**src/rtl/cdb_arbiter_pkg.sv**
```systemverilog
`default_nettype none
// ============================================================================
// Module  : cdb_arbiter_pkg
// Purpose : Shared sizes, types and helpers for the CDB complete stage.
//           Holds the FU slot count, the ROB tag and data widths, the CDB
//           broadcast packet, the fu_done vector type and the round-robin
//           slot-advance helper.
// Ports   : none (package)
// Revision: 1.0 - initial release
// ============================================================================
package cdb_arbiter_pkg;

  localparam int N_SRC  = 6;                   // FU result slots, indexed 1..N_SRC
  localparam int TAG_W  = 5;                   // ROB tag width
  localparam int DATA_W = 32;                  // result value width
  localparam int SLOT_W = $clog2(N_SRC + 1);   // width of a slot index (RS entry id)

  typedef logic [SLOT_W-1:0] rs_tag_t;         // slot index, 1..N_SRC
  typedef logic [TAG_W-1:0]  rob_tag_t;
  typedef logic [DATA_W-1:0] data_t;

  // Tag 0 is reserved to mean "no tag".
  localparam rob_tag_t c_zero_reg   = '0;
  localparam rs_tag_t  c_first_slot = rs_tag_t'(1);
  localparam rs_tag_t  c_last_slot  = rs_tag_t'(N_SRC);

  typedef struct packed {
    logic     valid;
    rob_tag_t rob_tag;
    data_t    v;
  } cdb_packet_t;

  typedef logic [N_SRC:0] fu_done_packet_t;    // bit 0 unused

  typedef enum logic [0:0] {
    SLOT_EMPTY = 1'b0,
    SLOT_FULL  = 1'b1
  } slot_state_t;

  // Next slot in round-robin order; wraps N_SRC back to 1 (slot 0 is never used).
  function automatic rs_tag_t next_slot(input rs_tag_t s);
    return (s == c_last_slot) ? c_first_slot : s + rs_tag_t'(1);
  endfunction

endpackage
`default_nettype wire

```
**src/rtl/cdb_arbiter_if.sv**
```systemverilog
`default_nettype none
// ============================================================================
// Module  : cdb_arbiter_if
// Purpose : Bundle between the functional units / CDB consumers and the CDB
//           arbiter.
//   fu_valid       FU -> arb   slot i offers a result (bit 0 ignored)
//   fu_rob_tag     FU -> arb   ROB tag per slot
//   fu_value       FU -> arb   result value per slot
//   fu_ready       arb -> FU   slot i can accept this cycle (bit 0 tied 0)
//   cdb_packet     arb -> all  registered {valid, rob_tag, v} broadcast
//   fu_done_packet arb -> RS   one-hot slot whose result is on the CDB
//   master = FU / consumer side, slave = arbiter.
// Revision: 1.0 - initial release
// ============================================================================
interface cdb_arbiter_if;
  import cdb_arbiter_pkg::*;

  logic [N_SRC:0]             fu_valid;
  logic [N_SRC:0][TAG_W-1:0]  fu_rob_tag;
  logic [N_SRC:0][DATA_W-1:0] fu_value;
  logic [N_SRC:0]             fu_ready;
  cdb_packet_t                cdb_packet;
  fu_done_packet_t            fu_done_packet;

  modport master (
    output fu_valid, fu_rob_tag, fu_value,
    input  fu_ready, cdb_packet, fu_done_packet
  );

  modport slave (
    input  fu_valid, fu_rob_tag, fu_value,
    output fu_ready, cdb_packet, fu_done_packet
  );

endinterface
`default_nettype wire

```
**src/rtl/cdb_arbiter_rr.sv**
```systemverilog
`default_nettype none
// ============================================================================
// Module  : cdb_rr_arbiter
// Purpose : Purely combinational round-robin picker over slots 1..N_SRC.
//           Grants the first requesting slot found searching ptr, ptr+1, ...
//           wrapping N_SRC -> 1. At most one grant.
//   req         in   [N_SRC:1]  slot has a buffered result
//   ptr         in   SLOT_W     first slot to consider (1..N_SRC)
//   grant       out  [N_SRC:1]  one-hot grant
//   grant_valid out  1          some slot was granted
// Revision: 1.0 - initial release
// ============================================================================
module cdb_rr_arbiter
  import cdb_arbiter_pkg::*;
(
  input  logic [N_SRC:1] req,
  input  rs_tag_t        ptr,
  output logic [N_SRC:1] grant,
  output logic           grant_valid
);

  rs_tag_t w_idx;

  // Walk the ring starting at ptr; the first hit wins and later hits are masked.
  always_comb begin
    grant       = '0;
    grant_valid = 1'b0;
    w_idx       = ptr;
    for (int k = 0; k < N_SRC; k++) begin
      if (!grant_valid && req[w_idx]) begin
        grant[w_idx] = 1'b1;
        grant_valid  = 1'b1;
      end
      w_idx = next_slot(w_idx);
    end
  end

endmodule
`default_nettype wire

```
**src/rtl/cdb_arbiter.sv**
```systemverilog
`default_nettype none
// ============================================================================
// Module  : cdb_arbiter
// Purpose : Complete stage downstream of the RS-issued functional units.
//           Buffers one finished result per FU slot and broadcasts one per
//           cycle on the single CDB, picked round-robin. Also pulses the
//           fu_done bit that frees the matching RS entry.
//   clock   in   1      single clock, all state on posedge
//   reset   in   1      synchronous, active-low
//   squash  in   1      full pipeline flush
//   bus     slave       FU handshake, cdb_packet, fu_done_packet
// Revision: 1.0 - initial release
// ============================================================================
module cdb_arbiter
  import cdb_arbiter_pkg::*;
(
  input  logic         clock,
  input  logic         reset,
  input  logic         squash,
  cdb_arbiter_if.slave bus
);

  slot_state_t     r_state [1:N_SRC];
  rob_tag_t        r_tag   [1:N_SRC];
  data_t           r_value [1:N_SRC];
  rs_tag_t         r_rr_ptr;
  cdb_packet_t     r_cdb;
  fu_done_packet_t r_fu_done;

  logic [N_SRC:1]  w_full;
  logic [N_SRC:1]  w_grant;
  logic            w_grant_valid;
  logic [N_SRC:0]  w_ready;
  logic [N_SRC:0]  w_accept;
  rs_tag_t         w_gnt_idx;
  rob_tag_t        w_gnt_tag;
  data_t           w_gnt_value;

  // Slot 0 of the FU bundle does not exist.
  logic w_unused_slot0;
  assign w_unused_slot0 = ^{bus.fu_valid[0], bus.fu_rob_tag[0], bus.fu_value[0]};

  always_comb begin
    w_full = '0;
    for (int i = 1; i <= N_SRC; i++) begin
      w_full[i] = (r_state[i] == SLOT_FULL);
    end
  end

  cdb_rr_arbiter u_rr (
    .req         (w_full),
    .ptr         (r_rr_ptr),
    .grant       (w_grant),
    .grant_valid (w_grant_valid)
  );

  // Ready depends only on registered state (full flags and the grant derived
  // from them), so there is no combinational path from fu_valid to fu_ready.
  // A slot being granted this cycle frees up at the edge and can refill at once.
  always_comb begin
    w_ready  = '0;
    w_accept = '0;
    for (int i = 1; i <= N_SRC; i++) begin
      w_ready[i]  = !w_full[i] || w_grant[i];
      w_accept[i] = bus.fu_valid[i] && w_ready[i];
    end
  end

  // One-hot grant -> index and payload mux.
  always_comb begin
    w_gnt_idx   = c_first_slot;
    w_gnt_tag   = c_zero_reg;
    w_gnt_value = '0;
    for (int i = 1; i <= N_SRC; i++) begin
      if (w_grant[i]) begin
        w_gnt_idx   = rs_tag_t'(i);
        w_gnt_tag   = r_tag[i];
        w_gnt_value = r_value[i];
      end
    end
  end

  always_ff @(posedge clock) begin
    if (!reset) begin
      for (int i = 1; i <= N_SRC; i++) begin
        r_state[i] <= SLOT_EMPTY;
        r_tag[i]   <= c_zero_reg;
        r_value[i] <= '0;
      end
      r_rr_ptr  <= c_first_slot;
      r_cdb     <= '{valid: 1'b0, rob_tag: c_zero_reg, v: '0};
      r_fu_done <= '0;
    end else if (squash) begin
      // Everything buffered or arriving this cycle is dropped; nothing is granted.
      for (int i = 1; i <= N_SRC; i++) begin
        r_state[i] <= SLOT_EMPTY;
      end
      r_rr_ptr  <= c_first_slot;
      r_cdb     <= '{valid: 1'b0, rob_tag: c_zero_reg, v: '0};
      r_fu_done <= '0;
    end else begin
      // Accept takes precedence over the grant's release, so a slot that is
      // drained and refilled on the same edge stays FULL with the new result.
      for (int i = 1; i <= N_SRC; i++) begin
        if (w_accept[i]) begin
          r_state[i] <= SLOT_FULL;
          r_tag[i]   <= bus.fu_rob_tag[i];
          r_value[i] <= bus.fu_value[i];
        end else if (w_grant[i]) begin
          r_state[i] <= SLOT_EMPTY;
        end
      end

      if (w_grant_valid) begin
        r_cdb     <= '{valid: 1'b1, rob_tag: w_gnt_tag, v: w_gnt_value};
        r_fu_done <= {w_grant, 1'b0};
        r_rr_ptr  <= next_slot(w_gnt_idx);
      end else begin
        r_cdb     <= '{valid: 1'b0, rob_tag: c_zero_reg, v: '0};
        r_fu_done <= '0;
      end
    end
  end

  assign bus.fu_ready       = w_ready;
  assign bus.cdb_packet     = r_cdb;
  assign bus.fu_done_packet = r_fu_done;

endmodule
`default_nettype wire
```
**src/flat_wrapper.sv**
```systemverilog
// flat-port wrapper written by rule: the top's interface ports become plain ports
module cdb_arbiter_flat import cdb_arbiter_pkg::*;
  (clock, reset, squash, bus_fu_valid, bus_fu_rob_tag, bus_fu_value, bus_fu_ready, bus_cdb_packet, bus_fu_done_packet);
  cdb_arbiter_if bus_i ();
  input  logic clock;
  input  logic reset;
  input  logic squash;
  input wire logic [$bits(bus_i.fu_valid)-1:0] bus_fu_valid;
  input wire logic [$bits(bus_i.fu_rob_tag)-1:0] bus_fu_rob_tag;
  input wire logic [$bits(bus_i.fu_value)-1:0] bus_fu_value;
  output wire logic [$bits(bus_i.fu_ready)-1:0] bus_fu_ready;
  output wire logic [$bits(bus_i.cdb_packet)-1:0] bus_cdb_packet;
  output wire logic [$bits(bus_i.fu_done_packet)-1:0] bus_fu_done_packet;
  assign bus_i.fu_valid = bus_fu_valid;
  assign bus_i.fu_rob_tag = bus_fu_rob_tag;
  assign bus_i.fu_value = bus_fu_value;
  assign bus_fu_ready = bus_i.fu_ready;
  assign bus_cdb_packet = bus_i.cdb_packet;
  assign bus_fu_done_packet = bus_i.fu_done_packet;
  cdb_arbiter u_core (.clock(clock), .reset(reset), .squash(squash), .bus(bus_i));
endmodule
```
**config.mk**
```make
export PLATFORM = sky130hd
export DESIGN_NAME = cdb_arbiter_flat
export DESIGN_NICKNAME = d
export VERILOG_FILES = /design/src/rtl/cdb_arbiter_pkg.sv /design/src/rtl/cdb_arbiter_if.sv /design/src/rtl/cdb_arbiter_rr.sv /design/src/rtl/cdb_arbiter.sv /design/src/flat_wrapper.sv
export SDC_FILE = /design/constraint.sdc
export NUM_CORES = 1
export LEC_CHECK = 0
export BUFFER_PORTS_ARGS = -buffer_cell sky130_fd_sc_hd__buf_2
export CAP_MARGIN = 20
export CORE_MARGIN = 2
export CORE_UTILIZATION = 45
export DETAILED_ROUTE_END_ITERATION = 12
export PLACE_DENSITY_LB_ADDON = 0.12
export SLEW_MARGIN = 5
export SYNTH_ARGS = -nofsm -noshare
export SYNTH_HDL_FRONTEND = slang
export SYNTH_SLANG_ARGS = --single-unit
```
**constraint.sdc**
```tcl
create_clock -name clock -period 6.9 [get_ports clock]
set_input_delay 0.345 -clock clock [delete_from_list [all_inputs] [get_ports clock]]
set_output_delay 0.345 -clock clock [all_outputs]
set_load 0.01 [all_outputs]
```
* Word-level counts from Yosys, hierarchy flattened
Memory sizes are Yosys's and may differ from the RTL's. Cells that the tools add are included.
Cells by class: muxes and demuxes 148, reductions and logical operators 36, add/sub/neg operators 6, $lt $le $gt $ge 12, eq/ne operators 6, bitwise operators 37
Operators with widths (number):
- 32-bit two-way mux | 12
- 1-bit two-way mux | 94
- 5-bit two-way mux | 12
- 38-bit two-way mux | 1
- 6-bit two-way mux | 6
- 3-bit two-way mux | 10
- 1-bit bitwise OR | 30
- 6-bit bitwise OR | 5
- 3-bit by 4-bit < comparator with 1-bit output, second input constant | 6
- 3-bit by 1-bit adder with 3-bit output, second input constant | 6
- 1-bit binary-select mux with 3-bit select | 6
- 1-bit demux with 3-bit select | 6
- 3-bit == test, second input constant | 6
- 3-bit by 1-bit >= comparator with 1-bit output, second input constant | 6
- 1-bit logical AND | 17
- 1-bit zero test | 11
- 1-bit logical OR | 6
- 3-bit OR reduction | 1
- 2-bit two-way mux | 1
- 1-bit inverter | 2
- 2-bit OR reduction | 1
Storage, ports and cells: input bits 269, RAM bits 228, register bits after elaboration 48, output and inout port bits 52, memories kept 3
Memory list:
- u_core.r_value | words 6, bits a word 32, rd ports 6, clocked after Yosys merged registers in 0, write ports 6, line cdb_arbiter.sv:25 | data_t r_value [1:N_SRC];
- u_core.r_tag | words 6, bits a word 5, rd ports 6, clocked after Yosys merged registers in 0, write ports 6, line cdb_arbiter.sv:24 | rob_tag_t r_tag [1:N_SRC];
- u_core.r_state | words 6, bits a word 1, rd ports 6, clocked after Yosys merged registers in 0, write ports 6, line cdb_arbiter.sv:23 | slot_state_t r_state [1:N_SRC];

* Logic depth before layout (Yosys ltp)
An unclocked memory read counts as a cell.
word-level depth 27, depth in mapped cells 19, gate-level depth less buffers 12

* Hierarchy
Synthesis repeated with hierarchy kept, for this count alone.
Second synthesis, totals: cell total of the unflattened synthesis 977, area, all modules 12555.8 um^2
By module, submodules not included:
- cdb_arbiter | instances 1, cells an instance 820, sequential area each 7787.5 um^2, area each 11449.7 um^2
- cdb_rr_arbiter | instances 1, cells an instance 157, sequential area each 0.0 um^2, area each 1106.1 um^2

* Least setup slack after synthesis
OpenSTA, ideal clock, no wires.
path kind register -> register, start point reg u_core.r_rr_ptr[0], end point reg, netlist name u_core.r_tag[0][5], data required time 6.412 ns, period minus slack after synthesis 6.609 ns, cell stages (with the launch flop) 14, setup time 0.488 ns, path slack 0.291 ns, arrival time 6.122 ns, cells stage by stage dfxtp_1 -> clkbuf_1 -> clkbuf_1 -> clkbuf_1 -> a21oi_1 -> ha_1 -> clkbuf_1 -> nor2b_1 -> a221oi_1 -> o211ai_1 -> and2_1 -> or3_4 -> and3_1 -> o31ai_1
RTL lines:
- from (decl) | line cdb_arbiter.sv:26 | rs_tag_t r_rr_ptr;
- from (signal assigned) | line cdb_arbiter.sv:90 | r_rr_ptr <= c_first_slot;
- from (signal assigned) | line cdb_arbiter.sv:98 | r_rr_ptr <= c_first_slot;
- from (signal assigned) | line cdb_arbiter.sv:117 | r_rr_ptr <= next_slot(w_gnt_idx);

* Worst setup path after layout
start point reg u_core.r_rr_ptr[1], end point out bus_fu_ready[2]
Between the ends: word-level cells in the longest chain between the ends 19, elaborated cells between the ends (all ways) 84
Ends and longest elaborated chain:
- branches (longest 17 deep; another with 3-bit by 4-bit < comparator with 1-bit output)
- 6-bit two-way mux (*) | line cdb_arbiter_rr.sv:30 | if (!grant_valid && req[w_idx]) begin
- 1-bit logical OR (*) | line cdb_arbiter.sv:64 | w_ready[i] = !w_full[i] || w_grant[i];
- to (decl) | line flat_wrapper.sv:11 | output wire logic [$bits(bus_i.fu_ready)-1:0] bus_fu_ready;
Mark *: on every way between the ends. The select of a mux whose other input is x is not followed.

==> results.py <==
metrics = {
    "cts": {
        "hold_buffers": 0,
        "cts_sinks": 275,
        "post-cts-setup-buffer-count": 0,
        "clock_latency_ns": 0.56,
        "cts_tree": "built",
        "clk_pin_slew_ns": 0.06,
        "cts-resized-gates": 0,
        "numCtsBuffers": 29,
        "ctsRootBufferMaster": "clkbuf_16",
        "htreeDepth": 1,
        "cts_buffer_depth": 3,
    },
    "floorplan": {
        "die_area_um2": 29600,
        "ios": 321,
        "die_h_um": 172,
        "initial_core_util_pct": 45.8,
        "core_area_um2": 27800,
        "die_w_um": 172,
        "num_rows": 61,
    },
    "logic_synthesis": {
        "ys_ff_latch": 275,
        "ys.flop_type": "edfxtp_1",
        "postSynthAreaPerCell_um2": 12.3,
        "netlist_area_um2": 12700,
        "synth_cells": 1030,
        "synth_warnings": 0,
        "async_flop_share_pct": 0,
        "synth_cell_type_count": 67,
        "yosysSeqAreaShare_pct": 61.2,
        "synth_edf_count": 228,
    },
    "pwr": {
        "seq_power_share_pct": 36.3,
        "power.net_switching_mw": 2.10,
        "pwr-share-comb_pct": 35.7,
        "p_leak_nw": 6.22,
        "switching_share_pct": 35.7,
        "p_clk_share_pct": 28.0,
        "internal_power_mw": 3.77,
        "cellPowerDensity_nw_per_um2": 377,
        "peakVddDrop_mv": 0.226,
    },
    "timing": {
        "rsz0062_at_grt": "no",
        "period_share_pct": 80.2,
        "setup_viol": 0,
        "slew_headroom_pct": 31.8,
        "tns_ns": 0,
        "slew_violations": 0,
        "report.final.hold_viol_count": 0,
        "finClkSkew_ns": 0.00761,
        "tightest_slew_ns": 1.02,
        "hold_slack_ns": 0.0588,
        "post-route-min-period_ns": 5.54,
        "max_freq_mhz": 181,
    },
    "run": {
        "max-cap-violations": 0,
    },
    "route": {
        "drc": 0,
        "routed_wl_um": 35800,
        "routed-via-count": 9027,
        "first_pass_iters": 4,
        "postRouteAntennaNets": 0,
        "routedWlPerCell_um": 21.2,
        "drt_iter0_drc": 685,
        "via_per_inst": 5.34,
    },
    "worst_setup_path": {
        "cp-end-kind": "output pin",
        "cp_max_fo": 39,
        "ff2ff_path_depth": 14,
        "reg2reg_setup_slack_ns": 1.62,
        "r2r_start": "u_core.r_rr_ptr[1]",
        "crit_type": "flip-flop to output pin",
        "critPathLaunchType": "flip-flop",
        "critical_path_arrival_ns": 5.19,
        "r2r_end": "u_core.bus.cdb_packet[34]",
        "cp_data_required_time_ns": 6.55,
    },
    "global_routing": {
        "grt_pass1_wl_um": 52900,
        "grtUsageTotal_pct": 24.1,
        "grt_pass1_vias": 8867,
        "antenna_found_initial": 7,
        "grt_overflow": 0,
        "grt_max_degree": 81,
    },
    "outcome": {
        "status": "complete, no violations",
    },
    "min_path": {
        "hold_depth": 2,
        "hp-class": "primary input to flip-flop",
        "min_from": "bus_fu_value[204]",
        "worst_hold_path.endpoint": "u_core.r_value[0][204]",
    },
    "placement": {
        "gp_congestion": 0.841,
        "portBuffers": 280,
        "dpl.hpwl_um": 23900,
    },
    "layout": {
        "final_nets": 1564,
        "area_growth_pct": 22.4,
        "drive_above_1_share_pct": 32.1,
    },
}
==> layout by cell type (no fill, tap or decap), drive strengths merged, types with 6 or more instances in the layout <==
master  Yosys  routed
and2      228     228
nand2      61      61
mux2i       8       8
nor3        6       6
clkbuf     42      41
a31o       39      39
clkinv      0       8
ha          8       8
o211ai      9       9
a21oi      51      51
buf        42     309
nand3      10      10
nand2b     10      10
o221ai     37      37
edfxtp    228     228
a211oi      7       7
a22oi      39      39
o21ai      15      15
nor2b      10      10
dfxtp      47      47
nor2       56      56
inv        12      13
==> routing by layer <==
layer | wire (um) | part of all wire [%] | global-route usage [%]
met5 | 23 | 0.064 | 0
met4 | 907 | 2.5 | 6.91
met3 | 2240 | 6.3 | 4.10
met2 | 16800 | 47 | 38.8
met1 | 15800 | 44 | 33.7
==> Yosys cell counts, types with 3 or more instances <==
| library cell | n | share of area [%] |
|---|---|---|
| buf_4 | 6 | 0.35 |
| buf_2 | 30 | 1.2 |
| buf_6 | 6 | 0.53 |
| o2111ai_1 | 3 | 0.21 |
| nor3_1 | 5 | 0.20 |
| inv_1 | 12 | 0.35 |
| nand2_1 | 61 | 1.8 |
| mux2i_1 | 8 | 0.63 |
| nand2b_1 | 10 | 0.49 |
| and4_1 | 3 | 0.21 |
| a31oi_1 | 4 | 0.20 |
| a32o_1 | 3 | 0.24 |
| ha_1 | 8 | 0.79 |
| o211ai_1 | 8 | 0.47 |
| a31o_1 | 38 | 2.6 |
| a21oi_1 | 51 | 2.0 |
| edfxtp_1 | 228 | 54 |
| nand4_1 | 3 | 0.15 |
| nor2_1 | 56 | 1.7 |
| o221ai_1 | 37 | 2.5 |
| o21ai_0 | 13 | 0.51 |
| and3_1 | 4 | 0.20 |
| a21o_1 | 4 | 0.24 |
| a211o_1 | 3 | 0.21 |
| a22oi_2 | 30 | 3.0 |
| a22oi_1 | 9 | 0.53 |
| and2_1 | 227 | 11 |
| nand3_1 | 10 | 0.39 |
| o22ai_1 | 4 | 0.20 |
| a211oi_2 | 5 | 0.49 |
| dfxtp_1 | 47 | 7.4 |
| clkbuf_1 | 40 | 1.2 |
| nor2b_1 | 10 | 0.49 |
==> per-stage QoR <==
| step | worst slack [ns] | area, um^2 | cells | utilization [%] | total power [mW] |
|---|---|---|---|---|---|
| after global placement | 1.72 | 14500 | 1634 | 52.3 | 4.24 |
| after detailed placement | 1.68 | 14500 | 1634 | 52.3 | 4.26 |
| after global routing | 0.958 | 15600 | 1690 | 56.0 | 6.16 |
| after floorplan | 0.291 | 12700 | 1031 | - | 3.61 |
| final | 1.36 | 15600 | 1692 | 56.0 | 5.86 |
| after CTS | 1.38 | 15600 | 1688 | 56.0 | 5.90 |
==> sequential cells by signal (all words and copies together) (netlist names) <==
register	flops
u_core.r_tag	30
u_core.bus.fu_done_packet	6
u_core.bus.cdb_packet	38
u_core.r_rr_ptr	3
u_core.r_value	192
u_core.r_state	6
==> area by class of cell <==
cell class                      count  area [um^2]
Fill cell                        2497        12200
Sequential cell                   275         7790
Multi-Input combinational cell    660         4580
Timing Repair Buffer              309         1640
Clock buffer                       41          873
Tap cell                          378          473
Clock inverter                     13          156
Inverter                           12         45.0
Antenna cell                        4         10.0
==> worst max path at each step <==
| stage | from | end |
|---|---|---|
| after global routing | u_core.r_rr_ptr[1] | bus_fu_ready[2] |
| after CTS | u_core.r_rr_ptr[1] | bus_fu_ready[2] |
| after detailed placement | u_core.r_rr_ptr[1] | u_core.bus.cdb_packet[34] |
| after global placement | u_core.r_rr_ptr[1] | u_core.bus.cdb_packet[34] |
| after floorplan | u_core.r_rr_ptr[0] | u_core.r_tag[0][5] |
| final | u_core.r_rr_ptr[1] | bus_fu_ready[2] |
==> worst max-delay path, cell delays in order (launching register included) <==
cell	delay (ns)
dfxtp_1	0.57
buf_4	0.32
nand2b_1	0.19
a21boi_0	0.44
ha_1	0.44
nor2b_1	0.30
a221oi_1	0.10
o211ai_1	0.30
nand4b_1	0.32
or4_1	0.63
o211ai_4	0.12
buf_4	0.52
inv_1	0.15
nand2_1	0.10
buf_2	0.13
==> kinds of logic (layout without fill, tap and decap cells) <==
family,count (synthesis),count (layout),synth area share [%]
AO/OA/AOI/OAI,233,233,15.1
AND/OR/NAND/NOR,404,404,17.9
adder cells (fa/ha/maj),8,8,0.787
flip-flops,275,275,61.2
multiplexers,12,12,1.22
buffers and inverters,96,375,3.70
other,1,6,0.0295
XOR/XNOR,1,1,0.0689
==> power groups by stage <==
stage	combinational [mW]	clock [mW]	sequential, mW
after floorplan	1.47	0	2.14
after global placement	2.09	0	2.16
after detailed placement	2.10	0	2.16
after CTS	2.11	1.66	2.13
after global routing	2.28	1.73	2.15
final	2.09	1.64	2.13
No activity file was read; power rests on OpenSTA's default activity.
